[config.mk]
export PLATFORM = sky130hd
export DESIGN_NAME = jogador_automatico
export DESIGN_NICKNAME = d
export VERILOG_FILES = /design/src/rtl/jogador_automatico.sv
export SDC_FILE = /design/constraint.sdc
export NUM_CORES = 1
export LEC_CHECK = 0
export BUFFER_PORTS_ARGS = -buffer_cell sky130_fd_sc_hd__clkbuf_2
export CORE_MARGIN = 4
export CORE_UTILIZATION = 25
export CTS_CLUSTER_DIAMETER = 50
export CTS_CLUSTER_SIZE = 25
export DETAILED_ROUTE_END_ITERATION = 8
export GPL_TIMING_DRIVEN = 0
export PLACE_DENSITY = 0.53
export SKIP_CTS_REPAIR_TIMING = 1
export SKIP_LAST_GASP = 1
export SLEW_MARGIN = 0
export SYNTH_ARGS = -nofsm -noshare
export SYNTH_HDL_FRONTEND = slang
export SYNTH_SLANG_ARGS = --single-unit
[constraint.sdc]
create_clock -name clock -period 1.7 [get_ports clock]
set_input_delay 0.17 -clock clock [delete_from_list [all_inputs] [get_ports clock]]
set_output_delay 0.17 -clock clock [all_outputs]
set_load 0.02 [all_outputs]
[src/rtl/jogador_automatico.sv]
// Automatic player for the memory game: drives iniciar/chaves with a fixed play
// sequence (optionally one wrong jogada) and judges the game's pronto/acertou/errou answer.
module jogador_automatico #(
  parameter int unsigned N_JOGADAS = 16,
  parameter int unsigned T_INIC    = 5,
  parameter int unsigned T_PRESS   = 10,
  parameter int unsigned T_GAP     = 10,
  parameter int unsigned ERRO_EM   = 0
) (
  input  logic       clock,
  input  logic       reset,
  input  logic       iniciar_auto,
  input  logic       pronto,
  input  logic       acertou,
  input  logic       errou,
  output logic       iniciar,
  output logic [3:0] chaves,
  output logic [4:0] jogada_idx,
  output logic       ativo,
  output logic       concluido,
  output logic       resultado_ok
);

  typedef enum logic [2:0] {
    OCIOSO,
    INICIA,
    ESPERA,
    PRESSIONA,
    SOLTA,
    FIM
  } state_t;

  localparam logic [7:0] TIM_INIC  = 8'(T_INIC);
  localparam logic [7:0] TIM_PRESS = 8'(T_PRESS);
  localparam logic [7:0] TIM_GAP   = 8'(T_GAP);
  localparam logic [4:0] ULTIMA    = 5'(N_JOGADAS);

  // An error index beyond the sequence is never reached: play stays correct,
  // but the expectation is still "errou", so such a run can never be judged ok.
  localparam bit         INJETA          = (ERRO_EM != 0);
  localparam bit         ERRO_ALCANCAVEL = (ERRO_EM >= 1) && (ERRO_EM <= N_JOGADAS);
  localparam logic [4:0] ERRO_IDX        = ERRO_ALCANCAVEL ? 5'(ERRO_EM) : 5'd0;

  state_t     state;
  logic [7:0] timer;
  logic       erro_aqui;
  logic       veredito;

  function automatic logic [3:0] rom_valor(input logic [4:0] idx);
    logic [3:0] v;
    case (idx)
      5'd1:    v = 4'b0001;
      5'd2:    v = 4'b0010;
      5'd3:    v = 4'b0100;
      5'd4:    v = 4'b1000;
      5'd5:    v = 4'b0100;
      5'd6:    v = 4'b0010;
      5'd7:    v = 4'b0001;
      5'd8:    v = 4'b0001;
      5'd9:    v = 4'b0010;
      5'd10:   v = 4'b0010;
      5'd11:   v = 4'b0100;
      5'd12:   v = 4'b0100;
      5'd13:   v = 4'b1000;
      5'd14:   v = 4'b1000;
      5'd15:   v = 4'b0001;
      5'd16:   v = 4'b0100;
      default: v = 4'b0000;
    endcase
    return v;
  endfunction

  // The wrong play is the correct key rotated left by one position.
  function automatic logic [3:0] jogada_valor(input logic [4:0] idx);
    logic [3:0] v;
    v = rom_valor(idx);
    if (ERRO_ALCANCAVEL && (idx == ERRO_IDX)) v = {v[2:0], v[3]};
    return v;
  endfunction

  assign erro_aqui = ERRO_ALCANCAVEL && (jogada_idx == ERRO_IDX);
  assign veredito  = INJETA ? (errou & ~acertou & erro_aqui) : (acertou & ~errou);

  // NOTE: every state and output register is assigned with <= so all of them
  // update together from the values sampled at the same clock edge.
  always_ff @(posedge clock or negedge reset) begin
    if (!reset) begin
      state        <= OCIOSO;
      timer        <= 8'd0;
      iniciar      <= 1'b0;
      chaves       <= 4'b0000;
      jogada_idx   <= 5'd0;
      ativo        <= 1'b0;
      concluido    <= 1'b0;
      resultado_ok <= 1'b0;
    end else begin
      case (state)
        OCIOSO, FIM: begin
          if (iniciar_auto) begin
            state        <= INICIA;
            timer        <= TIM_INIC;
            iniciar      <= 1'b1;
            ativo        <= 1'b1;
            chaves       <= 4'b0000;
            jogada_idx   <= 5'd0;
            concluido    <= 1'b0;
            resultado_ok <= 1'b0;
          end
        end

        INICIA, ESPERA, PRESSIONA, SOLTA: begin
          if (pronto) begin
            // The game answered: stop playing at once and latch the verdict.
            state        <= FIM;
            iniciar      <= 1'b0;
            chaves       <= 4'b0000;
            ativo        <= 1'b0;
            concluido    <= 1'b1;
            resultado_ok <= veredito;
          end else if (timer != 8'd1) begin
            timer <= timer - 8'd1;
          end else begin
            case (state)
              INICIA: begin
                state   <= ESPERA;
                timer   <= TIM_GAP;
                iniciar <= 1'b0;
              end
              ESPERA: begin
                state      <= PRESSIONA;
                timer      <= TIM_PRESS;
                jogada_idx <= 5'd1;
                chaves     <= jogada_valor(5'd1);
              end
              PRESSIONA: begin
                state  <= SOLTA;
                timer  <= TIM_GAP;
                chaves <= 4'b0000;
              end
              default: begin
                if (jogada_idx < ULTIMA) begin
                  state      <= PRESSIONA;
                  timer      <= TIM_PRESS;
                  jogada_idx <= jogada_idx + 5'd1;
                  chaves     <= jogada_valor(jogada_idx + 5'd1);
                end else begin
                  // Sequence exhausted and the game never answered: it hung.
                  state        <= FIM;
                  ativo        <= 1'b0;
                  concluido    <= 1'b1;
                  resultado_ok <= 1'b0;
                end
              end
            endcase
          end
        end

        default: begin
          state        <= OCIOSO;
          timer        <= 8'd0;
          iniciar      <= 1'b0;
          chaves       <= 4'b0000;
          jogada_idx   <= 5'd0;
          ativo        <= 1'b0;
          concluido    <= 1'b0;
          resultado_ok <= 1'b0;
        end
      endcase
    end
  end

endmodule

Word level (Yosys, flattened, before mapping):

Memory sizes are Yosys's and may differ from the RTL's.
Index checks and enable logic that the tools add are counted.

* bits in registers: 24
* ROM bits: 128
* input port bits: 6
* output and inout port bits: 13
* word-level logic and storage cells: 85
* memories kept: 1

Memories
* (no name shown): words 32, width 4, read ports 1, clocked after memory_dff 0, wr ports 0, line 51 `case (idx)`

* $add $sub $neg: 2
* order comparisons: 1
* eq/ne operators: 18
* muxes and demuxes: 42
* bitwise gates (word level): 2
* reduce and logical (&&, ||, !) cells: 11

Operator list (count)
* $mux 8: 5
* $mux 5: 4
* $pmux 5 s2: 2
* $ne 3x3->1 const B: 6
* $mux 4: 4
* $pmux 8 s2: 1
* $mux 1: 14
* $mux 3: 4
* $pmux 4 s3: 1
* $pmux 3 s3: 1
* $ne 2x2->1 const B: 4
* $ne 8x1->1 const B: 1
* $pmux 1 s2: 4
* $pmux 4 s2: 1
* $reduce_and 4->1: 2
* $sub 8x1->8 const B: 1
* $eq 3x2->1 const B: 2
* $eq 3x3->1 const B: 2
* $pmux 3 s2: 1
* $reduce_and 3->1: 2
* $add 5x1->5 const B: 1
* $lt 5x5->1 const B: 1
* $ne 5x5->1 const B: 1
* $reduce_and 5->1: 1
* other kinds (9): 10

Logic depth before layout (Yosys ltp):

Gate-level depths: netlist of run 1.
An unclocked memory read counts as a cell.

* depth in word-level cells: 7
* mapped depth: 8
* depth with buffers taken out: 7

Least setup slack after synthesis of run 1:

OpenSTA, ideal clock, no wires.

* path type: reg-to-reg
* start: reg timer[1]
* end: reg chaves[3]
* arrival time: 1.701 ns
* required time: 1.597 ns
* slack: -0.104 ns
* stages on the path, launching flop included: 7
* path buffers: 0
* clock period less this slack: 1.804 ns
* path through: dfrtp_1 > inv_1 > ha_1 > nor4b_4 > nand2_2 > a221o_1 > o41ai_2

* word-level cells in the longest chain between the ends: 3

Ends and longest elaborated chain
* start, declared: line 45 `logic [7:0] timer;`
* start signal, assigned: line 121 `timer <= timer - 8'd1;`
* $ne 8x1->1: line 120 `end else if (timer != 8'd1) begin`
* $ne 3x3->1 (no source line)
* $reduce_and 4->1 (no source line)
* end signal, assigned: line 133 `chaves <= jogada_valor(5'd1);`
* end signal, assigned: line 145 `chaves <= jogada_valor(jogada_idx + 5'd1);`
* end, declared: line 17 `output logic [3:0] chaves,`

Every way passes these cells.
A chain may end at the register's enable or synchronous reset.

Final worst setup path of run 1:

* start: reg state[1]
* end: reg iniciar

* word-level cells in the longest chain between the ends: 4
* elaborated cells on any way between the ends: 13
* classes of those cells: 8 x eq/ne; 1 x mux; 4 x reduce/logical

Ends and longest elaborated chain
* start, declared: line 44 `state_t state;`
* start signal, assigned: line 88 `state <= OCIOSO;`
* start signal, assigned: line 100 `state <= INICIA;`
* start signal, assigned: line 114 `state <= FIM;`
* $eq 3x2->1 (tied with other cells): line 97 `case (state)`
* $reduce_or 4->1 / $reduce_or 2->1 (equally long branches): line 97
* $ne 3x3->1 (no source line) / $ne 2x2->1 (equally long branches)
* $reduce_and 3->1 (no source line)
* end signal, assigned: line 90 `iniciar <= 1'b0;`
* end signal, assigned: line 102 `iniciar <= 1'b1;`
* end signal, assigned: line 115 `iniciar <= 1'b0;`
* end, declared: line 16 `output logic iniciar,`

Parallel ways exist; a longest one is shown, timed or not.

==> results of run 1 <==
critical path: cells and delay by family, from the launching register on:
kind / cells / cell delay (ps)
buffers and inverters: 3 / 410
flip-flops: 1 / 380
AO/OA/AOI/OAI: 3 / 550
AND/OR/NAND/NOR: 2 / 450
sequential cells by signal, indices dropped and copies added (netlist names):
register      cells
timer             8
concluido         1
iniciar           1
ativo             1
chaves            4
resultado_ok      1
state             3
jogada_idx        5
metal layers:
metal / part of all wire / track usage / up-vias / wire (µm)
li1: - / - / 752 / -
met1: 0.47 / 0.135 / 715 / 2010
met2: 0.46 / 0.159 / 29 / 1970
met3: 0.043 / 0.0225 / 5 / 181
met4: 0.020 / 0.0446 / 0 / 84
met5: 0 / 0 / - / 0
area by class of cell:
class | count | area (µm²) | share of cell area
Buffer | 8 | 71.3 | 0.0319
Clock buffer | 4 | 55.1 | 0.0246
Inverter | 7 | 26.3 | 0.0117
Multi-Input combinational cell | 147 | 1170 | 0.525
Sequential cell | 24 | 606 | 0.271
Tap cell | 77 | 96.3 | 0.0431
Timing Repair Buffer | 32 | 209 | 0.0934
cell usage in the layout, fill, tap and decap left out, types with 3 or more instances in the layout:
| cell type | netlist | layout |
|---|---|---|
| a21oi_1 | 10 | 8 |
| buf_4 | 0 | 10 |
| buf_6 | 1 | 8 |
| clkbuf_2 | 0 | 18 |
| clkbuf_8 | 0 | 4 |
| dfrtp_1 | 24 | 20 |
| dfrtp_2 | 0 | 4 |
| ha_1 | 7 | 5 |
| inv_1 | 7 | 6 |
| nand2_1 | 17 | 15 |
| nand2b_1 | 3 | 3 |
| nand3_1 | 5 | 4 |
| nor2_1 | 17 | 16 |
| nor2b_1 | 4 | 4 |
| nor3_1 | 8 | 6 |
| nor3_2 | 2 | 3 |
| o21ai_0 | 14 | 9 |
| o21ai_1 | 4 | 8 |
| o22a_1 | 4 | 4 |
| o31ai_2 | 0 | 4 |
| xnor2_1 | 3 | 3 |
| xor2_1 | 5 | 3 |
kinds of logic after synthesis:
family / count (synthesis)
AO/OA/AOI/OAI: 56
XOR/XNOR: 8
adder cells (fa/ha/maj): 8
buffers and inverters: 16
flip-flops: 24
multiplexers: 2
AND/OR/NAND/NOR: 73
power groups by stage:
| stage | logic (µW) | clock network [µW] | registers (µW) |
|---|---|---|---|
| after global routing | 3530 | 445 | 1190 |
| after detailed placement | 2470 | 0 | 1100 |
| after floorplan | 1800 | 0 | 1180 |
| after CTS | 2480 | 420 | 1090 |
| after global placement | 2460 | 0 | 1100 |
| final | 3210 | 399 | 1130 |
through the flow:
stage	hold WS (ps)	utilization
floorplan	-126	-
finish	84.1	0.348
global placement	228	0.294
CTS	-77.0	0.303
detailed placement	229	0.294
global route	81.3	0.348
final timing paths:
path | startpoint | to | slack [ps] | cells after the start
setup / recovery | state[1] | iniciar | -190 | 8
hold / removal | errou | resultado_ok | 80 | 2
setup reg to reg | state[1] | iniciar | -190 | 8
hold reg to reg | chaves[3] | chaves[3] | 480 | 2
max in group asynchronous | reset | jogada_idx[1] | 830 | 2
min in group asynchronous | reset | timer[0] | 430 | 2
==> summary.md, run 1 <==
| Metric | Value |
|---|---|
| Status | complete, but fails checks |
| Failing checks | negative setup slack |
| Max Slew Vio Count | 0 |
| Final setup violation count | 21 |
| Synth Area in XOR/XNOR | 0.0417 |
| Layout area overhead | 33.2% |
| Mux cell area share after synthesis | 0.0134 |
| Post-DP HPWL | 2980 µm |
| WS Path Type | register to register |
| Synthesized-area fraction occupied by adder cells | 0.0581 |
| Gr ovfl total | 0 |
| Final instance area | 2240 µm² |
| FP Rows | 29 |
| P_sw | around 2300 µW |
| CP Max Fanout | 7 |
| Starting Density | 0.261 |
| Tot GR Track Use | 0.102 |
| CTS tree | done |
| Main combinational cell family by area after synthesis | simple AND/OR/NAND/NOR gates |
| Post-synth EDFFs | 0 |
| Buffers on Ports | 18 |
| Total Wirelength | 4250 µm |
| Critical-path cell list | buf_6 > or3b_1 > buf_6 > a22o_4 > buf_6 > a31oi_4 > nor2_1 > o22a_1 |
| Post-synthesis sequential area ratio | 0.358 |
| HP Class | input pin to register |
| DR vias/cell | ~5.0 |
| # diodes | 0 |
| Max incr delay on CP | 380 ps |
| Endpoint class of the critical path | register |
| Final #Nets | ~240 |
| CTS Buf Count | 3 |
| Crit path launch type | register |
| CTS Root Cell | clkbuf_8 |
| FILL cells | 654 |
| Post-Syn Area | 1680 µm² |
| Pre-Repair DR Iteration Count | 4 |
| Crit path DAT | 2060 ps |
| First-pass GRT wire length | 6710 µm |
| Syn avg cell area | 8.98 µm² |
| Fmax | around 530 MHz |
| Clock latency on the worst-skew pair | 270 ps |
| Post-layout worst setup margin | -194 ps |
| Leading area contributor after synthesis | dfrtp_1 |
| Pre-CTS setup slack | -221 ps |
| Slowest CP cell | dfrtp_1 |
| Worst clock skew | 1.41 ps |
| Post-DRT Antenna Nets | 0 |
| Most numerous cell in the Yosys netlist | dfrtp_1 |
| Lkg Pwr | 0.000948 µW |
| Synth area leaders | dfrtp_1 (36%), ha_1 (5.2%), o21ai_0 (4.2%) |
| Synth Area in Compound Gates | 0.236 |
| Warnings from Yosys | 0 |
| Switching Fraction | 0.476 |
| Vias in the first global route | 1375 |
| Power, Total | 4740 µW |
| Critical Path RT | 1860 ps |
| WL/cell | 14.2 µm |
| Synthesized-area fraction occupied by and/or/nand/nor cells | 0.249 |
| Core area | 6420 µm² |
| Synthesized net count | 200 |
| Final period util | 1.11 |
| Die ar. | 8090 µm² |
| Die X | 90.0 µm |
| CP dominant cell by count | buf_6 |
| Max_cap viols | 0 |
| Via count | around 1500 |
| Worst-margin pin slew | approximately 610 ps |
| Seq cells post-synth | 24 |
| Top cell type's share of synthesized area | 0.358 |
| Post-layout minimum cycle time | 1890 ps |
| Slew margin rel. | 0.591 |
| Area after DPL | 1890 µm² |
| Die Height | 90.0 µm |
| Int Power | 2490 µW |
| Cells after Synth | 187 |
| Non-Filler Instances | 299 |
| Clock share of power | 0.084 |
| Pwr dens | 2120 nW/µm² |
| Comb power frac | 0.677 |
| IO Pins | 19 |
| Initial antenna violation count | 0 |
| Total negative slack | -1960 ps |
| Unique masters post-synth | 52 |
| Bufs on Longest Clock Path | 2 |
| Sequential share of power | 0.239 |
| Htree depth | 1 |
| Placed insts | 282 |
| Ys async rst share | 1.00 |
| Layout cells sized above 1 | 0.396 |
| Synth Flop Type | dfrtp_1 |
| Most frequent cells after synthesis | dfrtp_1 (24), nand2_1 (17), nor2_1 (17) |
| Final Hold Fails | 0 |
| Number of remaining DRC errors | 0 |
| Largest net degree at the start of global routing | 25 |
| Initial DRC count | between 80 and 90 |
| Unrepaired setup endpoints after global routing | true |
| Worst-case vdd ir drop | 0.480 mV |
| Placer Congestion | 0.759 |
| TritonCTS Sinks | 24 |
| Clock Pin Slew Worst Setup and Hold Paths | 90 ps |
Power figures use the tool's default switching activity.
==> run 2: changes to the inputs <==
--- a/config.mk
+++ b/config.mk
@@ -7,12 +7,12 @@
 export LEC_CHECK = 0
 export BUFFER_PORTS_ARGS = -buffer_cell sky130_fd_sc_hd__clkbuf_2
 export CORE_MARGIN = 4
-export CORE_UTILIZATION = 25
+export CORE_UTILIZATION = 52
 export CTS_CLUSTER_DIAMETER = 50
 export CTS_CLUSTER_SIZE = 25
 export DETAILED_ROUTE_END_ITERATION = 8
 export GPL_TIMING_DRIVEN = 0
-export PLACE_DENSITY = 0.53
+export PLACE_DENSITY = 0.86
 export SKIP_CTS_REPAIR_TIMING = 1
 export SKIP_LAST_GASP = 1
 export SLEW_MARGIN = 0
==> run 2 against run 1 <==
  * The flow still finishes with violations (negative setup slack)
  * Core utilization increased by 38 points
  * Sequential cell count is the same
  * Critical endpoint is now chaves[3]
  * Die area decreased by 48%
  * Sequential power about the same
  * Worst hold slack lost 63 ps
  * Via count increased by 13%
  * Global-route usage up 9.0 points
  * Setup slack got worse by 74 ps
  * Register-to-register slack worse by 70 ps
  * Clock power is 30% lower
  * Critical path depth shrank 2
  * Highest routed layer unchanged
  * Sequential share of layout area decreased by 0.11 points
==> summary.md, run 2 (same netlist as run 1, synthesis figures left out) <==
| Metric | Value |
|---|---|
| Critical-path cell list | inv_2 > ha_4 > nor4b_4 > nand2_2 > a221o_1 > o41ai_2 (was buf_6 > or3b_1 > buf_6 > a22o_4 > buf_6 > a31oi_4 > nor2_1 > o22a_1) |
| Post-layout minimum cycle time | 1970 ps (was 1890 ps) |
| Pre-CTS setup slack | -247 ps (was -221 ps) |
| Htree depth | 1 (unchanged) |
| Core area | 3080 µm² (was 6420 µm²) |
| WL/cell | 18.2 µm (was 14.2 µm) |
| Max_cap viols | 0 (unchanged) |
| Post-layout worst setup margin | -268 ps (was -194 ps) |
| Status | complete, but fails checks (unchanged) |
| TritonCTS Sinks | 24 (unchanged) |
| HP Class | input pin to register (unchanged) |
| Biggest regs | timer (8), jogada_idx (5), chaves (4) (unchanged) |
| Slew margin rel. | 0.584 (was 0.591) |
| Worst-case vdd ir drop | 1.07 mV (was 0.480 mV) |
| Tot GR Track Use | 0.191 (was 0.102) |
| CTS Root Cell | clkbuf_4 (was clkbuf_8) |
| FP Rows | 20 (was 29) |
| Number of remaining DRC errors | 0 (unchanged) |
| Final period util | 1.16 (was 1.11) |
| Critical Path RT | 1940 ps (was 1860 ps) |
| Die Height | 64.8 µm (was 90.0 µm) |
| Crit path DAT | 2210 ps (was 2060 ps) |
| Initial antenna violation count | 0 (unchanged) |
| Final #Nets | 244 (was 236) |
| Unrepaired setup endpoints after global routing | true (unchanged) |
| Final Hold Fails | 0 (unchanged) |
| Gr ovfl total | 0 (unchanged) |
| Bufs on Longest Clock Path | 2 (unchanged) |
| Buffers on Ports | 18 (unchanged) |
| Worst hold slack | 21.2 ps (was 84.1 ps) |
| WS Path Type | register to register (unchanged) |
| CTS tree | done (unchanged) |
| Pwr dens | 2240 nW/µm² (was 2120 nW/µm²) |
| Crit path launch type | register (unchanged) |
| Die ar. | 4200 µm² (was 8090 µm²) |
| Max incr delay on CP | 470 ps (was 380 ps) |
| Failing checks | negative setup slack (unchanged) |
| Post-DRT Antenna Nets | 0 (unchanged) |
| Worst-margin pin slew | 624 ps (was 614 ps) |
| Layout Utilization | 0.731 (was 0.348) |
| Lkg Pwr | 0.000964 µW (was 0.000948 µW) |
| Pre-Repair DR Iteration Count | 5 (was 4) |
| CP Max Fanout | 6 (was 7) |
| Layout area overhead | 34.1% (was 33.2%) |
| Max Slew Vio Count | 0 (unchanged) |
| Clock Pin Slew Worst Setup and Hold Paths | 140 ps (was 90 ps) |
| Slowest CP cell | a221o_1 (was dfrtp_1) |
| Total Wirelength | 4980 µm (was 4250 µm) |
| First-pass GRT wire length | 6390 µm (was 6710 µm) |
| Placer Congestion | 0.908 (was 0.759) |
| Final setup violation count | 24 (was 21) |
| Max FFs per register | 8 (unchanged) |
| Commonest non-fill, non-tap cells in the layout | dfrtp_1 (19), clkbuf_2 (18), nand2_1 (16), buf_4 (16), nor2_1 (15) (was dfrtp_1 (20), clkbuf_2 (18), nor2_1 (16), nand2_1 (15), buf_4 (10)) |
| Layout cells sized above 1 | 0.430 (was 0.396) |
| Via count | 1700 (was 1501) |
| Post-DP HPWL | 2730 µm (was 2980 µm) |
| # diodes | 0 (unchanged) |
| Vias in the first global route | 1420 (was 1375) |
| CP startpoint | timer[1] (was state[1]) |
| CTS Buf Count | 3 (unchanged) |
| Worst clock skew | 2.13 ps (was 1.41 ps) |
| Total negative slack | -4240 ps (was -1960 ps) |
| Starting Density | 0.546 (was 0.261) |
| Fmax | 508 MHz (was 528 MHz) |
| Initial DRC count | 225 (was 81) |
| Largest register by flop count | timer (unchanged) |
| Power, Total | 5050 µW (was 4740 µW) |
| Hold path startpoint | errou (unchanged) |
| DR vias/cell | 6.20 (was 5.02) |
| Clock latency on the worst-skew pair | 330 ps (was 270 ps) |
| Endpoint class of the critical path | register (unchanged) |
| Commonest non-fill, non-tap cell in the layout | dfrtp_1 (unchanged) |
| Largest net degree at the start of global routing | 25 (unchanged) |
| IO Pins | 19 (unchanged) |
| RR Startpoint | timer[1] (was state[1]) |
| Die X | 64.8 µm (was 90.0 µm) |
-- run 2: changes by cell type in the layout (fill, tap and decap cells not counted), moves of 2 or more --
| cell | before | now |
|---|---|---|
| buf_4 | 10 | 16 |
| clkbuf_8 | 4 | 0 |
| clkbuf_4 | 1 | 4 |
| o21ai_0 | 9 | 6 |
| o21ai_2 | 1 | 4 |
| buf_2 | 0 | 2 |
| nand3_4 | 0 | 2 |
| o31ai_1 | 2 | 4 |
| o31ai_2 | 4 | 2 |
-- run 2: final cells by class --
type	instances	area (µm²)
buffer	8	65.1
clock buffer	4	26.3
fill	188	827
inverter	7	26.3
multi-input combinational	147	1200
sequential	24	607
tap	44	55.1
timing repair buffer	40	270
-- run 2: final timing paths --
| kind | end | slack (ps) | cells after the start |
|---|---|---|---|
| max reg2reg | chaves[3] | -270 | 6 |
| min reg2reg | chaves[1] | 500 | 2 |
| max in group asynchronous | jogada_idx[0] | 900 | 2 |
| min in group asynchronous | timer[0] | 370 | 2 |
| max | chaves[3] | -270 | 6 |
| min | resultado_ok | 20 | 2 |
-- run 2: where the power goes --
group	switching, µW	internal [µW]	leakage [µW]
logic	2010	1600	0.000646
registers	349	813	0.000303
clock network	186	92.2	0.0000150
-- run 2: layer usage --
metal  vias up  global-route usage  part of all wire
met5         -                   0                 0
met4         0              0.0897             0.025
met1       809               0.255              0.40
met2       106               0.301              0.48
li1        765                   -                 -
met3        20              0.0312             0.098
-- run 2: worst max-delay path: cells and delay by family (launching register included) --
family	cells	cell delay [ps]
flip-flops	1	450
AND/OR/NAND/NOR	2	500
AO/OA/AOI/OAI	2	700
adder cells (fa/ha/maj)	1	110
buffers and inverters	1	100
-- run 2: per-stage QoR --
| stage | area [µm²] | std cells |
|---|---|---|
| 2_1_floorplan | 1700 | 187 |
| 3_3_place_gp | 1850 | 249 |
| 3_5_place_dp | 1850 | 249 |
| 4_1_cts | 1880 | 253 |
| 5_1_grt | 2250 | 274 |
| 6_report | 2250 | 274 |
==> run 3: changes to the inputs <==
--- a/config.mk
+++ b/config.mk
@@ -6,16 +6,18 @@
 export NUM_CORES = 1
 export LEC_CHECK = 0
 export BUFFER_PORTS_ARGS = -buffer_cell sky130_fd_sc_hd__clkbuf_2
+export CORE_ASPECT_RATIO = 1.4
 export CORE_MARGIN = 4
-export CORE_UTILIZATION = 52
+export CORE_UTILIZATION = 58
 export CTS_CLUSTER_DIAMETER = 50
 export CTS_CLUSTER_SIZE = 25
 export DETAILED_ROUTE_END_ITERATION = 8
 export GPL_TIMING_DRIVEN = 0
-export PLACE_DENSITY = 0.86
+export PLACE_DENSITY = 0.9
 export SKIP_CTS_REPAIR_TIMING = 1
 export SKIP_LAST_GASP = 1
 export SLEW_MARGIN = 0
 export SYNTH_ARGS = -nofsm -noshare
 export SYNTH_HDL_FRONTEND = slang
 export SYNTH_SLANG_ARGS = --single-unit
+export TNS_END_PERCENT = 100
==> constraint.sdc (replaced) <==
create_clock -name clock -period 1.9 [get_ports clock]
set_input_delay 0.19 -clock clock [delete_from_list [all_inputs] [get_ports clock]]
set_output_delay 0.19 -clock clock [all_outputs]
set_load 0.02 [all_outputs]
==> run 3 against run 2 <==
  * Highest routed layer unchanged
  * Via count is 8.1% lower
  * Largest power group unchanged
  * The flow still finishes with violations (negative setup slack)
  * Critical path type unchanged
  * Critical endpoint is now jogada_idx[4]
  * Sequential share of layout area is 2.3 points higher
  * Clock-buffer cell count stayed put
  * Register-to-register slack better by 210 ps
  * Wire length is 14% lower
  * Clock power hardly changed
==> summary.md, run 3 (same netlist as run 1, synthesis figures left out) <==
| Metric | Value |
|---|---|
| Layout cells sized above 1 | 0.338 (was 0.430) |
| Final setup violation count | 2 (was 24) |
| Bufs on Longest Clock Path | 2 (unchanged) |
| # diodes | 0 (unchanged) |
| Post-layout minimum cycle time | 1960 ps (was 1970 ps) |
| Pwr dens | 1940 nW/µm² (was 2240 nW/µm²) |
| WS Path Type | register to register (unchanged) |
| Final Hold Fails | 0 (unchanged) |
| Die Height | 71.7 µm (was 64.8 µm) |
| Unrepaired setup endpoints after global routing | true (unchanged) |
| Vias in the first global route | 1436 (was 1420) |
| Buffers on Ports | 18 (unchanged) |
| Power, Total | 4000 µW (was 5050 µW) |
| HP Class | input pin to register (unchanged) |
| Max_cap viols | 0 (unchanged) |
| CTS Root Cell | clkbuf_4 (unchanged) |
| Largest register by flop count | timer (unchanged) |
| Post-DP HPWL | 2830 µm (was 2730 µm) |
| TritonCTS Sinks | 24 (unchanged) |
| Endpoint class of the critical path | register (unchanged) |
| WL/cell | 16.7 µm (was 18.2 µm) |
| Gr ovfl total | 0 (unchanged) |
| Status | complete, but fails checks (unchanged) |
| Total Wirelength | 4260 µm (was 4980 µm) |
| Initial DRC count | 40 (was 225) |
| Die ar. | 3830 µm² (was 4200 µm²) |
| Register area | 603 µm² (was 607 µm²) |
| FP Rows | 22 (was 20) |
| CTS Buf Count | 3 (unchanged) |
| Crit path launch type | register (unchanged) |
| CP Max Fanout | 8 (was 6) |
| Die X | 53.5 µm (was 64.8 µm) |
| DR vias/cell | 6.13 (was 6.20) |
| Reg2reg setup slack | -60 ps (was -270 ps) |
| WP buf/inv | 3 (was 1) |
| Failing checks | negative setup slack (unchanged) |
| Clock Pin Slew Worst Setup and Hold Paths | 130 ps (was 140 ps) |
| Post-DRT Antenna Nets | 0 (unchanged) |
| Max FFs per register | 8 (unchanged) |
| First-pass GRT wire length | 6380 µm (was 6390 µm) |
| IO Pins | 19 (unchanged) |
| Htree depth | 1 (unchanged) |
| Crit path DAT | 2180 ps (was 2210 ps) |
| Worst-margin pin slew | 634 ps (was 624 ps) |
| Layout area overhead | 23.0% (was 34.1%) |
| FILL cells | 190 (was 188) |
| Crit-path leading delay family | simple AND/OR/NAND/NOR gates (was compound AO/OA/AOI/OAI gates) |
| Critical Path RT | 2120 ps (was 1940 ps) |
| Initial antenna violation count | 0 (unchanged) |
| Final period util | 1.03 (was 1.16) |
| Worst clock skew | 3.88 ps (was 2.13 ps) |
| Max incr delay on CP | 400 ps (was 470 ps) |
| Tot GR Track Use | 0.218 (was 0.191) |
| Largest net degree at the start of global routing | 25 (unchanged) |
| Core area | 2700 µm² (was 3080 µm²) |
| Placer Congestion | 0.842 (was 0.908) |
| Clock latency on the worst-skew pair | 320 ps (was 330 ps) |
| Fmax | 511 MHz (was 508 MHz) |
| Slew margin rel. | 0.577 (was 0.584) |
| Final #Nets | 233 (was 244) |
| Worst-case vdd ir drop | 1.34 mV (was 1.07 mV) |
| Biggest regs | timer (8), jogada_idx (5), chaves (4) (unchanged) |
| CP dominant cell by count | buf_6 |
| Total negative slack | -59.1 ps (was -4240 ps) |
| Starting Density | 0.622 (was 0.546) |
| Slowest CP cell | dfrtp_1 (was a221o_1) |
| Commonest non-fill, non-tap cells in the layout | dfrtp_1 (22), clkbuf_2 (18), nor2_1 (17), nand2_1 (15), o21ai_0 (10) (was dfrtp_1 (19), clkbuf_2 (18), nand2_1 (16), buf_4 (16), nor2_1 (15)) |
| Commonest non-fill, non-tap cell in the layout | dfrtp_1 (unchanged) |
| Footprint of the multi-input gates | 1110 µm² (was 1200 µm²) |
| Pre-Repair DR Iteration Count | 4 (was 5) |
| Lkg Pwr | 0.000891 µW (was 0.000964 µW) |
| Via count | 1563 (was 1700) |
| Max Slew Vio Count | 0 (unchanged) |
| Number of remaining DRC errors | 0 (unchanged) |
| Critical-path cell list | buf_6 > or3b_4 > buf_6 > a22o_4 > nand4_4 > buf_4 > nor2_1 > o22a_1 (was inv_2 > ha_4 > nor4b_4 > nand2_2 > a221o_1 > o41ai_2) |
| Post-layout worst setup margin | -55.2 ps (was -268 ps) |
| CTS tree | done (unchanged) |
## run 3: changes by cell type in the layout (fill, tap and decap cells not counted), moves of 2 or more
cell	delta
nand3_1	+2
nand3_4	-2
dfrtp_2	-3
o21ai_0	+4
dfrtp_1	+3
nor2_1	+2
buf_6	-3
a211oi_2	-2
nor2_2	-2
a211oi_1	+2
buf_4	-8
o21ai_2	-3
## run 3: power by group
| group | internal (µW) | switching [µW] |
|---|---|---|
| sequential | 723 | 283 |
| clock | 117 | 164 |
| combinational | 1180 | 1530 |
| total | 2020 | 1980 |
## run 3: worst paths after layout
path / startpoint / to / cells after the start
setup reg to reg: state[1] / jogada_idx[4] / 8
hold reg to reg: chaves[1] / chaves[1] / 2
min in group asynchronous: reset / timer[5] / 2
max in group asynchronous: reset / jogada_idx[0] / 2
setup / recovery: state[1] / jogada_idx[4] / 8
hold / removal: errou / resultado_ok / 2
## run 3: layout make-up
class / instances / share of cell area
Timing Repair Buffer: 29 / 0.0885
Multi-Input combinational cell: 147 / 0.538
Clock buffer: 4 / 0.0176
Inverter: 7 / 0.0127
Tap cell: 36 / 0.0218
Sequential cell: 24 / 0.292
Buffer: 8 / 0.0297
## run 3: layer usage
layer  share of wire  vias up  global-route usage
li1                -      746                   -
met1            0.40      742               0.266
met2            0.52       63               0.367
met3           0.052       12              0.0312
met4           0.028        0              0.0994
met5               0        -                   0
## run 3: stage by stage
stage                     hold slack [ps]  setup slack, ps  utilization  std cells  instance area, µm²
after floorplan                      -106             95.8            -        187                1680
after detailed placement              230             -101        0.673        241                1810
after global routing                 57.2             -111        0.765        255                2060
final                                50.1            -55.2        0.765        255                2060
after global placement                235            -66.3        0.673        241                1810
after CTS                            -130             -135        0.686        245                1850
